[src/rtl/sqrt_iter_ctrl_pkg.sv]
// Shared types and IEEE-754 single-precision field constants for the square-root sequencer.
// Holds the FSM state enumeration plus the special result encodings used on the exception paths.
package sqrt_pkg;

    typedef enum logic [3:0] {
        S_IDLE,
        S_EST_WAIT,
        S_EST_CHK,
        S_DIV_REQ,
        S_DIV_WAIT,
        S_ADD_REQ,
        S_ADD_WAIT,
        S_HALVE,
        S_DONE
    } state_t;

    localparam int SIGN_BIT = 31;
    localparam int EXP_MSB  = 30;
    localparam int EXP_LSB  = 23;
    localparam int MAN_W    = 23;

    localparam logic [31:0] FP_QNAN = 32'h7FC0_0000;
    localparam logic [31:0] FP_ZERO = 32'h0000_0000;
    localparam logic [7:0]  EXP_INF = 8'hFF;

    // True for +0 and -0 alike.
    function automatic logic is_zero_mag(input logic [31:0] v);
        return (v[EXP_MSB:0] == '0);
    endfunction

endpackage

[src/rtl/sqrt_iter_ctrl_if.sv]
// Request side plus estimator/divider/adder handshakes of the square-root sequencer.
// master = sequencer, slave = surrounding datapath/requester; SQRT_EARLY_EXIT_EN adds iter_count.
interface sqrt_iter_ctrl_if #(
    parameter int ITER_W = 3
);
    logic        start;
    logic [31:0] in_value;
    logic        busy;
    logic        done;
    logic [31:0] result;
    logic        incorrect;
`ifdef SQRT_EARLY_EXIT_EN
    logic [ITER_W-1:0] iter_count;
`endif

    logic [31:0] est_value;
    logic [31:0] est_result;
    logic        est_incorrect;

    logic        div_start;
    logic [31:0] div_a;
    logic [31:0] div_b;
    logic        div_done;
    logic [31:0] div_q;

    logic        add_start;
    logic [31:0] add_a;
    logic [31:0] add_b;
    logic        add_done;
    logic [31:0] add_sum;

    modport master (
        input  start, in_value, est_result, est_incorrect,
               div_done, div_q, add_done, add_sum,
`ifdef SQRT_EARLY_EXIT_EN
        output iter_count,
`endif
        output busy, done, result, incorrect, est_value,
               div_start, div_a, div_b, add_start, add_a, add_b
    );

    modport slave (
        output start, in_value, est_result, est_incorrect,
               div_done, div_q, add_done, add_sum,
`ifdef SQRT_EARLY_EXIT_EN
        input  iter_count,
`endif
        input  busy, done, result, incorrect, est_value,
               div_start, div_a, div_b, add_start, add_a, add_b
    );

endinterface

[src/rtl/sqrt_iter_ctrl_fp_halve.sv]
// Divide a non-negative FP magnitude by two via exponent decrement; flush to +0, pass inf/NaN.
// Latency: combinational. Backpressure: none.
module fp_halve
    import sqrt_pkg::*;
(
    input  logic [EXP_MSB:0] mag_in,
    output logic [31:0]      half_out
);

    logic [7:0] exp_in;

    assign exp_in = mag_in[EXP_MSB:EXP_LSB];

    always_comb begin
        half_out = FP_ZERO;
        if (exp_in == EXP_INF) begin
            half_out = {1'b0, exp_in, mag_in[MAN_W-1:0]};
        end else if (exp_in > 8'd1) begin
            // Exponent 1 would land in the denormal range, so it flushes with 0.
            half_out = {1'b0, exp_in - 8'd1, mag_in[MAN_W-1:0]};
        end
    end

endmodule

[src/rtl/sqrt_iter_ctrl.sv]
// Square-root sequencer: seed from rough_estimate, then Heron iterations on shared FP div/add.
// Latency: 3 cycles on exception paths, 3 + ITERATIONS*(3+Ld+La) otherwise; start ignored unless IDLE.
// Optional SQRT_EARLY_EXIT_EN: stop once x stops changing and expose iter_count.
module sqrt_iter_ctrl
    import sqrt_pkg::*;
#(
    parameter int ITERATIONS = 3,
    parameter int ITER_W     = 3
) (
    input  logic             clk,
    input  logic             rst_n,
    sqrt_iter_ctrl_if.master bus
);

    state_t            state_q, state_d;
    logic [31:0]       a_q, a_d;
    logic [31:0]       x_q, x_d;
    logic [31:0]       q_q, q_d;
    logic [EXP_MSB:0]  s_q, s_d;
    logic [31:0]       res_q, res_d;
    logic              inc_q, inc_d;
    logic [ITER_W-1:0] cnt_q, cnt_d;

    logic [31:0]       x_half;
    logic [ITER_W-1:0] cnt_inc;
    logic              last_iter;
    logic              converged;

    logic busy_c, done_c, div_start_c, add_start_c;

    fp_halve u_fp_halve (
        .mag_in   (s_q),
        .half_out (x_half)
    );

    assign cnt_inc   = cnt_q + ITER_W'(1);
    assign last_iter = (cnt_inc == ITER_W'(ITERATIONS));

`ifdef SQRT_EARLY_EXIT_EN
    assign converged      = (x_half == x_q);
    assign bus.iter_count = cnt_q;
`else
    assign converged      = 1'b0;
`endif

    always_ff @(posedge clk or negedge rst_n) begin
        if (!rst_n) begin
            state_q <= S_IDLE;
            a_q     <= '0;
            x_q     <= '0;
            q_q     <= '0;
            s_q     <= '0;
            res_q   <= '0;
            inc_q   <= 1'b0;
            cnt_q   <= '0;
        end else begin
            state_q <= state_d;
            a_q     <= a_d;
            x_q     <= x_d;
            q_q     <= q_d;
            s_q     <= s_d;
            res_q   <= res_d;
            inc_q   <= inc_d;
            cnt_q   <= cnt_d;
        end
    end

    always_comb begin
        state_d     = state_q;
        a_d         = a_q;
        x_d         = x_q;
        q_d         = q_q;
        s_d         = s_q;
        res_d       = res_q;
        inc_d       = inc_q;
        cnt_d       = cnt_q;
        busy_c      = 1'b1;
        done_c      = 1'b0;
        div_start_c = 1'b0;
        add_start_c = 1'b0;

        unique case (state_q)
            S_IDLE: begin
                busy_c = 1'b0;
                if (bus.start) begin
                    a_d     = bus.in_value;
                    cnt_d   = '0;
                    state_d = S_EST_WAIT;
                end
            end
            S_EST_WAIT: state_d = S_EST_CHK;
            S_EST_CHK: begin
                // Estimator flags win over our own sign/zero screening.
                if (bus.est_incorrect) begin
                    res_d   = bus.est_result;
                    inc_d   = 1'b1;
                    state_d = S_DONE;
                end else if (a_q[SIGN_BIT] && !is_zero_mag(a_q)) begin
                    res_d   = FP_QNAN;
                    inc_d   = 1'b1;
                    state_d = S_DONE;
                end else if (is_zero_mag(a_q)) begin
                    res_d   = FP_ZERO;
                    inc_d   = 1'b0;
                    state_d = S_DONE;
                end else begin
                    x_d     = bus.est_result;
                    cnt_d   = '0;
                    state_d = S_DIV_REQ;
                end
            end
            S_DIV_REQ: begin
                div_start_c = 1'b1;
                state_d     = S_DIV_WAIT;
            end
            S_DIV_WAIT: begin
                if (bus.div_done) begin
                    q_d     = bus.div_q;
                    state_d = S_ADD_REQ;
                end
            end
            S_ADD_REQ: begin
                add_start_c = 1'b1;
                state_d     = S_ADD_WAIT;
            end
            S_ADD_WAIT: begin
                if (bus.add_done) begin
                    s_d     = bus.add_sum[EXP_MSB:0];
                    state_d = S_HALVE;
                end
            end
            S_HALVE: begin
                x_d   = x_half;
                cnt_d = cnt_inc;
                if (last_iter || converged) begin
                    res_d   = x_half;
                    inc_d   = 1'b0;
                    state_d = S_DONE;
                end else begin
                    state_d = S_DIV_REQ;
                end
            end
            S_DONE: begin
                busy_c  = 1'b0;
                done_c  = 1'b1;
                state_d = S_IDLE;
            end
            default: begin
                busy_c  = 1'b0;
                state_d = S_IDLE;
            end
        endcase
    end

    assign bus.busy      = busy_c;
    assign bus.done      = done_c;
    assign bus.result    = res_q;
    assign bus.incorrect = inc_q;
    assign bus.est_value = a_q;
    assign bus.div_start = div_start_c;
    assign bus.div_a     = a_q;
    assign bus.div_b     = x_q;
    assign bus.add_start = add_start_c;
    assign bus.add_a     = x_q;
    assign bus.add_b     = q_q;

endmodule

[src/flat_wrapper.sv]
// flat-port wrapper written by rule: the top's interface ports become plain ports
module sqrt_iter_ctrl_flat import sqrt_pkg::*;
#(
    parameter int ITERATIONS = 3,
    parameter int ITER_W     = 3
)
  (clk, rst_n, bus_start, bus_in_value, bus_est_result, bus_est_incorrect, bus_div_done, bus_div_q, bus_add_done, bus_add_sum, bus_busy, bus_done, bus_result, bus_incorrect, bus_est_value, bus_div_start, bus_div_a, bus_div_b, bus_add_start, bus_add_a, bus_add_b);
  sqrt_iter_ctrl_if #(.ITER_W(ITER_W)) bus_i ();
  input  logic clk;
  input  logic rst_n;
  input wire logic [$bits(bus_i.start)-1:0] bus_start;
  input wire logic [$bits(bus_i.in_value)-1:0] bus_in_value;
  input wire logic [$bits(bus_i.est_result)-1:0] bus_est_result;
  input wire logic [$bits(bus_i.est_incorrect)-1:0] bus_est_incorrect;
  input wire logic [$bits(bus_i.div_done)-1:0] bus_div_done;
  input wire logic [$bits(bus_i.div_q)-1:0] bus_div_q;
  input wire logic [$bits(bus_i.add_done)-1:0] bus_add_done;
  input wire logic [$bits(bus_i.add_sum)-1:0] bus_add_sum;
  output wire logic [$bits(bus_i.busy)-1:0] bus_busy;
  output wire logic [$bits(bus_i.done)-1:0] bus_done;
  output wire logic [$bits(bus_i.result)-1:0] bus_result;
  output wire logic [$bits(bus_i.incorrect)-1:0] bus_incorrect;
  output wire logic [$bits(bus_i.est_value)-1:0] bus_est_value;
  output wire logic [$bits(bus_i.div_start)-1:0] bus_div_start;
  output wire logic [$bits(bus_i.div_a)-1:0] bus_div_a;
  output wire logic [$bits(bus_i.div_b)-1:0] bus_div_b;
  output wire logic [$bits(bus_i.add_start)-1:0] bus_add_start;
  output wire logic [$bits(bus_i.add_a)-1:0] bus_add_a;
  output wire logic [$bits(bus_i.add_b)-1:0] bus_add_b;
  assign bus_i.start = bus_start;
  assign bus_i.in_value = bus_in_value;
  assign bus_i.est_result = bus_est_result;
  assign bus_i.est_incorrect = bus_est_incorrect;
  assign bus_i.div_done = bus_div_done;
  assign bus_i.div_q = bus_div_q;
  assign bus_i.add_done = bus_add_done;
  assign bus_i.add_sum = bus_add_sum;
  assign bus_busy = bus_i.busy;
  assign bus_done = bus_i.done;
  assign bus_result = bus_i.result;
  assign bus_incorrect = bus_i.incorrect;
  assign bus_est_value = bus_i.est_value;
  assign bus_div_start = bus_i.div_start;
  assign bus_div_a = bus_i.div_a;
  assign bus_div_b = bus_i.div_b;
  assign bus_add_start = bus_i.add_start;
  assign bus_add_a = bus_i.add_a;
  assign bus_add_b = bus_i.add_b;
  sqrt_iter_ctrl #(.ITERATIONS(ITERATIONS), .ITER_W(ITER_W)) u_core (.clk(clk), .rst_n(rst_n), .bus(bus_i));
endmodule
[config.mk]
export PLATFORM = sky130hd
export DESIGN_NAME = sqrt_iter_ctrl_flat
export DESIGN_NICKNAME = d
export VERILOG_FILES = /design/src/rtl/sqrt_iter_ctrl_pkg.sv /design/src/rtl/sqrt_iter_ctrl_if.sv /design/src/rtl/sqrt_iter_ctrl_fp_halve.sv /design/src/rtl/sqrt_iter_ctrl.sv /design/src/flat_wrapper.sv
export SDC_FILE = /design/constraint.sdc
export NUM_CORES = 1
export LEC_CHECK = 0
export ABC_AREA = 1
export CORE_MARGIN = 3
export CORE_UTILIZATION = 48
export DETAILED_ROUTE_END_ITERATION = 10
export HOLD_SLACK_MARGIN = 0.12
export PLACE_DENSITY = 0.87
export SETUP_SLACK_MARGIN = 0.5
export SYNTH_ARGS = -nofsm -noshare
export SYNTH_HDL_FRONTEND = slang
export SYNTH_HIERARCHICAL = 1
export SYNTH_SLANG_ARGS = --single-unit
[constraint.sdc]
create_clock -name clk -period 5.4 [get_ports clk]
set_clock_uncertainty 0.2 [all_clocks]
set_input_delay 1.08 -clock clk [delete_from_list [all_inputs] [get_ports clk]]
set_output_delay 1.08 -clock clk [all_outputs]
set_load 0.02 [all_outputs]
==> impl_metrics.env, run 1 <==
export IMPL_cts_root_buffer="clkbuf_16"
export IMPL_portBuffers=329
export IMPL_globalRouteMet1Util=0.326
export IMPL_report_final_setup_viol=0
export IMPL_synth_seq_area_share=0.499
export IMPL_reg2reg_slack_ps=2430
export IMPL_nets=1306
export IMPL_timing_rr_end="u_core/bus.add_a[23]"
export IMPL_htreeDepth=4
export IMPL_min_period_ps=3830
export IMPL_peakVddDrop_mv=0.441
export IMPL_cp_cell_sequence="clkdlybuf4s50_1, inv_1, nand2_2, nand2_2, nand2_1, nand2_1, nand2_1"
export IMPL_crit_top_cell="nand2_1"
export IMPL_grt_use_met3=0.0604
export IMPL_slew_headroom=0.246
export IMPL_cp_data_required_time_ps=5500
export IMPL_area_delta_synth_final_pct=41.7
export IMPL_cts_sinks=167
export IMPL_ys_seq_elements=167
export IMPL_ant_nets=0
export IMPL_drive_gt1_frac=0.111
export IMPL_synth_common_cells="nand2_1, dfrtp_1, nand3_1"
export IMPL_hold_viol_final=0
export IMPL_antenna_found_initial=3
export IMPL_cp_arrival_ps=3930
export IMPL_start_util=0.498
export IMPL_vias=7319
export IMPL_reg2reg_from="u_core/state_q[3]"
export IMPL_drv_slew=0
export IMPL_synthFlopType="dfrtp_1"
export IMPL_syn_cell_area_um2=8380
export IMPL_grtUsageMet2=0.449
export IMPL_place_hpwl_um=18800
export IMPL_critical_path_buf_inv_count=2
export IMPL_async_reset_ff_frac=1.00
export IMPL_viasPerCell=5.22
export IMPL_die_w_um=138
export IMPL_cts_tree="built"
export IMPL_period_share=0.709
export IMPL_cts_buffers=17
export IMPL_maxCapViolations=0
export IMPL_grt_busiest_layer="met2"
export IMPL_grt_pass1_vias=7347
export IMPL_rsz0062_at_grt="no"
export IMPL_critPathMaxFanout=32
export IMPL_grt_use_total=0.263
export IMPL_hold_class="register to register"
export IMPL_cp_slowest_stage_delay_ps=730
export IMPL_worst_pin_slew_ps=1130
export IMPL_criticalPathCategory="primary input to register"
export IMPL_r2r_worst_path_cells=10
export IMPL_fillers=1287
export IMPL_start_kind="primary input"
export IMPL_clk_latency_ps=420
export IMPL_synth_fp_nets=1058
export IMPL_crit_slowest_cell="inv_1"
export IMPL_setup_tns_final_ps=0
export IMPL_die_h_um=138
export IMPL_first_iter_violations=624
export IMPL_drc_errors=0
export IMPL_critPathTopFamily="simple AND/OR/NAND/NOR gates"
export IMPL_coreArea_um2=16800
export IMPL_dp_slack_ps=1230
export IMPL_ioPinCount=331
export IMPL_first_pass_iters=6
export IMPL_post_cts_resized=0
export IMPL_synth_cell_types=28
export IMPL_synth_most_common_cell="nand2_1"
export IMPL_gp_congestion=0.886
export IMPL_fp_row_count=47
export IMPL_status="complete, no violations"
export IMPL_synth_area_leader_cell="dfrtp_1"
export IMPL_hold_depth=1
export IMPL_synthCells=919
export IMPL_cp_end_kind="register"
export IMPL_wl_um=25500
export IMPL_ys_top_cells_by_area="dfrtp_1, mux2_2, nand2_1"
export IMPL_gr_total_overflow=0
export IMPL_critical_path_depth=7
export IMPL_clk_path_buf_depth=2
export IMPL_ctsHoldBuffers=0
export IMPL_fmax_mhz=261
export IMPL_wl_per_cell_um=18.2
export IMPL_cp_endpoint="u_core/bus.add_a[23]"
export IMPL_layout_setup_ws_ps=1570
export IMPL_synth_top_area_frac=0.499
export IMPL_leakage_nw=5.50
export IMPL_post_cts_buffers=0
export IMPL_setup_worst_path_start="bus_est_incorrect"
export IMPL_synth_warnings=6
export IMPL_syn_area_per_cell_um2=9.11
export IMPL_die_area_um2=19100
export IMPL_grt_max_degree=96
export IMPL_grt_pass1_wl_um=40300
export IMPL_path_clk_slew_ps=70
export IMPL_powerDensity_nw_per_um2=629
export IMPL_synth_edf_count=0
==> through the flow <==
step | total power, W | hold WS (ps) | utilization | std cells | instance area (um2)
final | 0.00747 | 292 | 0.706 | 1403 | 11900
after global routing | 0.00787 | 303 | 0.706 | 1403 | 11900
after CTS | 0.00750 | 300 | 0.705 | 1400 | 11900
after detailed placement | 0.00630 | 285 | 0.672 | 1368 | 11300
after global placement | 0.00617 | 275 | 0.672 | 1368 | 11300
after floorplan | 0.00464 | 264 | - | 919 | 8380
==> cell families (layout without fill, tap and decap cells) <==
kind of cell | Yosys count | in the layout | share of synthesized area
XOR/XNOR | 3 | 3 | 0.00314
buffers and inverters | 187 | 448 | 0.120
adder cells (fa/ha/maj) | 5 | 5 | 0.00747
AND/OR/NAND/NOR | 393 | 393 | 0.196
flip-flops | 167 | 167 | 0.499
multiplexers | 93 | 93 | 0.125
AO/OA/AOI/OAI | 70 | 70 | 0.0491
other | 1 | 4 | 0.000448
==> cell type report <==
type | instances | area [um2] | area share
Sequential cell | 167 | 4180 | 0.352
Timing Repair Buffer | 336 | 3360 | 0.283
Multi-Input combinational cell | 565 | 3190 | 0.269
Clock buffer | 19 | 433 | 0.0365
Inverter | 80 | 300 | 0.0253
Tap cell | 220 | 275 | 0.0232
Clock inverter | 13 | 123 | 0.0103
Antenna cell | 3 | 7.51 | 0.000632
==> per-layer routing <==
metal,up-vias,wire length (um)
met5,-,0
met2,336,12900
met3,51,1680
met1,3526,10200
met4,0,772
li1,3406,-
==> sequential cells by signal, summed over array words and instances (netlist names) <==
name                  count
u_core/bus.div_a         32
u_core/bus.result        32
u_core/state_q            4
u_core/s_q               31
u_core/bus.add_a         32
u_core/bus.incorrect      1
u_core/cnt_q              3
u_core/bus.add_b         32
==> worst register-to-register path, delay by kind of cell (launching register included) <==
family	cells	cell delay (ps)
DFF	1	420
and+or+nand+nor	7	1590
buffers and inverters	3	640
==> report_power, final <==
group | leakage (nW) | total, W | switching, W | internal [W]
clock | 0.272 | 0.00117 | 0.000527 | 0.000641
sequential | 2.07 | 0.00230 | 0.000470 | 0.00183
combinational | 3.16 | 0.00400 | 0.00213 | 0.00187
==> how the worst min path moves through the flow <==
stage / endpoint / slack [ps] / startpoint
after CTS: u_core/s_q[17] / 300 / u_core/s_q[17]
after global placement: u_core/s_q[2] / 270 / u_core/s_q[2]
after floorplan: u_core/s_q[0] / 260 / u_core/s_q[0]
final: u_core/s_q[3] / 290 / u_core/s_q[3]
after global routing: u_core/s_q[3] / 300 / u_core/s_q[3]
after detailed placement: u_core/s_q[3] / 280 / u_core/s_q[3]
==> layout by cell type (no fill, tap or decap), types with 2 or more instances in the layout <==
cell             instances
a21oi_1                  7
buf_4                    6
clkbuf_1                 2
clkbuf_16               17
clkdlybuf4s50_1        328
clkinv_2                 3
clkinv_4                 4
dfrtp_1                167
diode_2                  3
ha_1                     5
inv_1                   78
inv_2                    2
inv_6                    4
mux2_1                  12
mux2_2                  81
nand2_1                226
nand2_2                  5
nand3_1                 84
nand4_1                  5
nor2_1                  64
nor2_4                   3
nor3_1                   3
o21ai_0                 38
o31ai_1                 23
xnor2_1                  2
(Power assumes the default switching activity.)
==> inputs of run 2 (changes only) <==
Settings changed: CORE_UTILIZATION 48 to 40, PLACE_DENSITY 0.87 to 0.78.
Clock period 5.4 ns to 3.47 ns, I/O delays scaled along.
==> run 2 against run 1 <==
- routed wire length decreased by 2.6%
- sequential share of layout area decreased by 0.42 points
- largest power group unchanged
- critical path depth decreased by 3
- critical path type is now register to output pin
- highest routed layer unchanged
==> impl_metrics.env, run 2 (synthesized netlist as in run 1, its figures left out) <==
export IMPL_start_util=0.410
export IMPL_cts_root_buffer="clkbuf_16"
export IMPL_min_period_ps=2870
export IMPL_area_delta_synth_final_pct=43.4
export IMPL_clk_path_buf_depth=2
export IMPL_slew_headroom=0.402
export IMPL_wl_per_cell_um=17.1
export IMPL_gp_congestion=0.877
export IMPL_start_kind="register"
export IMPL_criticalPathCategory="register to output pin"
export IMPL_peakVddDrop_mv=0.579
export IMPL_dp_cells=1422
export IMPL_first_pass_iters=7
export IMPL_grt_max_degree=78
export IMPL_cts_sinks=167
export IMPL_setup_tns_final_ps=0
export IMPL_antenna_found_initial=0
export IMPL_cp_data_required_time_ps=2580
export IMPL_antenna_cells=0
export IMPL_fp_row_count=52
export IMPL_hold_class="register to register"
export IMPL_final_cell_mix="clkdlybuf4s50_1, nand2_1, dfrtp_1"
export IMPL_fmax_mhz=348
export IMPL_leakage_nw=5.56
export IMPL_coreArea_um2=20400
export IMPL_drc_errors=0
export IMPL_powerDensity_nw_per_um2=972
export IMPL_rsz0062_at_grt="no"
export IMPL_clk_latency_ps=430
export IMPL_layout_commonest_cell="clkdlybuf4s50_1"
export IMPL_grt_use_total=0.221
export IMPL_first_iter_violations=433
export IMPL_drv_slew=0
export IMPL_period_share=0.827
export IMPL_ioPinCount=331
export IMPL_cp_end_kind="output pin"
export IMPL_maxCapViolations=0
export IMPL_vias=7094
export IMPL_portBuffers=329
export IMPL_hold_viol_final=0
export IMPL_reg2reg_slack_ps=860
export IMPL_wl_um=24900
export IMPL_grt_pass1_vias=6982
export IMPL_cts_tree="built"
export IMPL_viasPerCell=4.88
export IMPL_die_area_um2=22700
export IMPL_die_h_um=151
export IMPL_report_final_setup_viol=0
export IMPL_critPathMaxFanout=4
export IMPL_place_hpwl_um=18400
export IMPL_cts_buffers=17
export IMPL_worst_pin_slew_ps=895
export IMPL_gr_total_overflow=0
export IMPL_status="complete, no violations"
export IMPL_final_cells=1455
export IMPL_cp_arrival_ps=1980
export IMPL_ant_nets=0
export IMPL_path_clk_slew_ps=70
export IMPL_htreeDepth=4
export IMPL_grt_pass1_wl_um=38800
export IMPL_drive_gt1_frac=0.116
export IMPL_die_w_um=151
export IMPL_nets=1311
==> run 2: what timing repair did <==
| item | in CTS | in global routing |
|---|---|---|
| hold endpoints to repair | 44 | 0 |
| hold buffers | 1 | 0 |
| gates resized for setup | 1 | 1 |
| buffers inserted | 0 | 0 |
| setup endpoints to repair | 1 | 1 |
==> run 2: layer usage <==
metal,wire [um],track usage,up-vias
met5,0,0,-
met4,493,0.0585,0
met3,1810,0.0584,28
met2,12100,0.357,281
met1,10500,0.296,3381
li1,-,-,3404
==> run 2: path summary, 6_finish.rpt <==
check,start,end,cells past startpoint
max,u_core/state_q[2],bus_div_start,4
min,u_core/s_q[5],u_core/s_q[5],1
max reg2reg,u_core/state_q[0],u_core/bus.result[8],8
min reg2reg,u_core/s_q[5],u_core/s_q[5],1
max in group asynchronous,rst_n,u_core/bus.add_a[12],3
min in group asynchronous,rst_n,u_core/bus.add_b[28],2
==> run 2: per-stage QoR <==
| step | cell area [um2] | utilization | hold slack [ps] | power (W) | worst slack, ps |
|---|---|---|---|---|---|
| 2_1_floorplan | 8380 | - | 198 | 0.00723 | 1360 |
| 3_3_place_gp | 11400 | 0.558 | 275 | 0.00964 | 679 |
| 3_5_place_dp | 11400 | 0.558 | 279 | 0.00977 | 651 |
| 4_1_cts | 12000 | 0.588 | 297 | 0.0118 | 544 |
| 5_1_grt | 12000 | 0.588 | 315 | 0.0124 | 504 |
| 6_report | 12000 | 0.588 | 294 | 0.0117 | 601 |
==> run 2: power by group <==
group | switching [W] | leakage, nW | internal (W) | total, W
Combinational | 0.00324 | 3.20 | 0.00291 | 0.00615
Clock | 0.000911 | 0.290 | 0.00104 | 0.00195
Sequential | 0.000722 | 2.07 | 0.00285 | 0.00357
Total | 0.00488 | 5.56 | 0.00680 | 0.0117
==> run 2: cell type report <==
type,instances,area [um2]
sequential,167,4180
clock inverter,15,173
tap,270,338
clock buffer,17,425
timing repair buffer,341,3400
fill,1807,8420
multi-input combinational,565,3200
inverter,80,300
==> run 2: worst max-delay path: stages, from the launching register on <==
cell and delay [ps]:
dfrtp_1 410, nor2_1 290, inv_1 110, nor2_1 100
clkdlybuf4s50_1 630
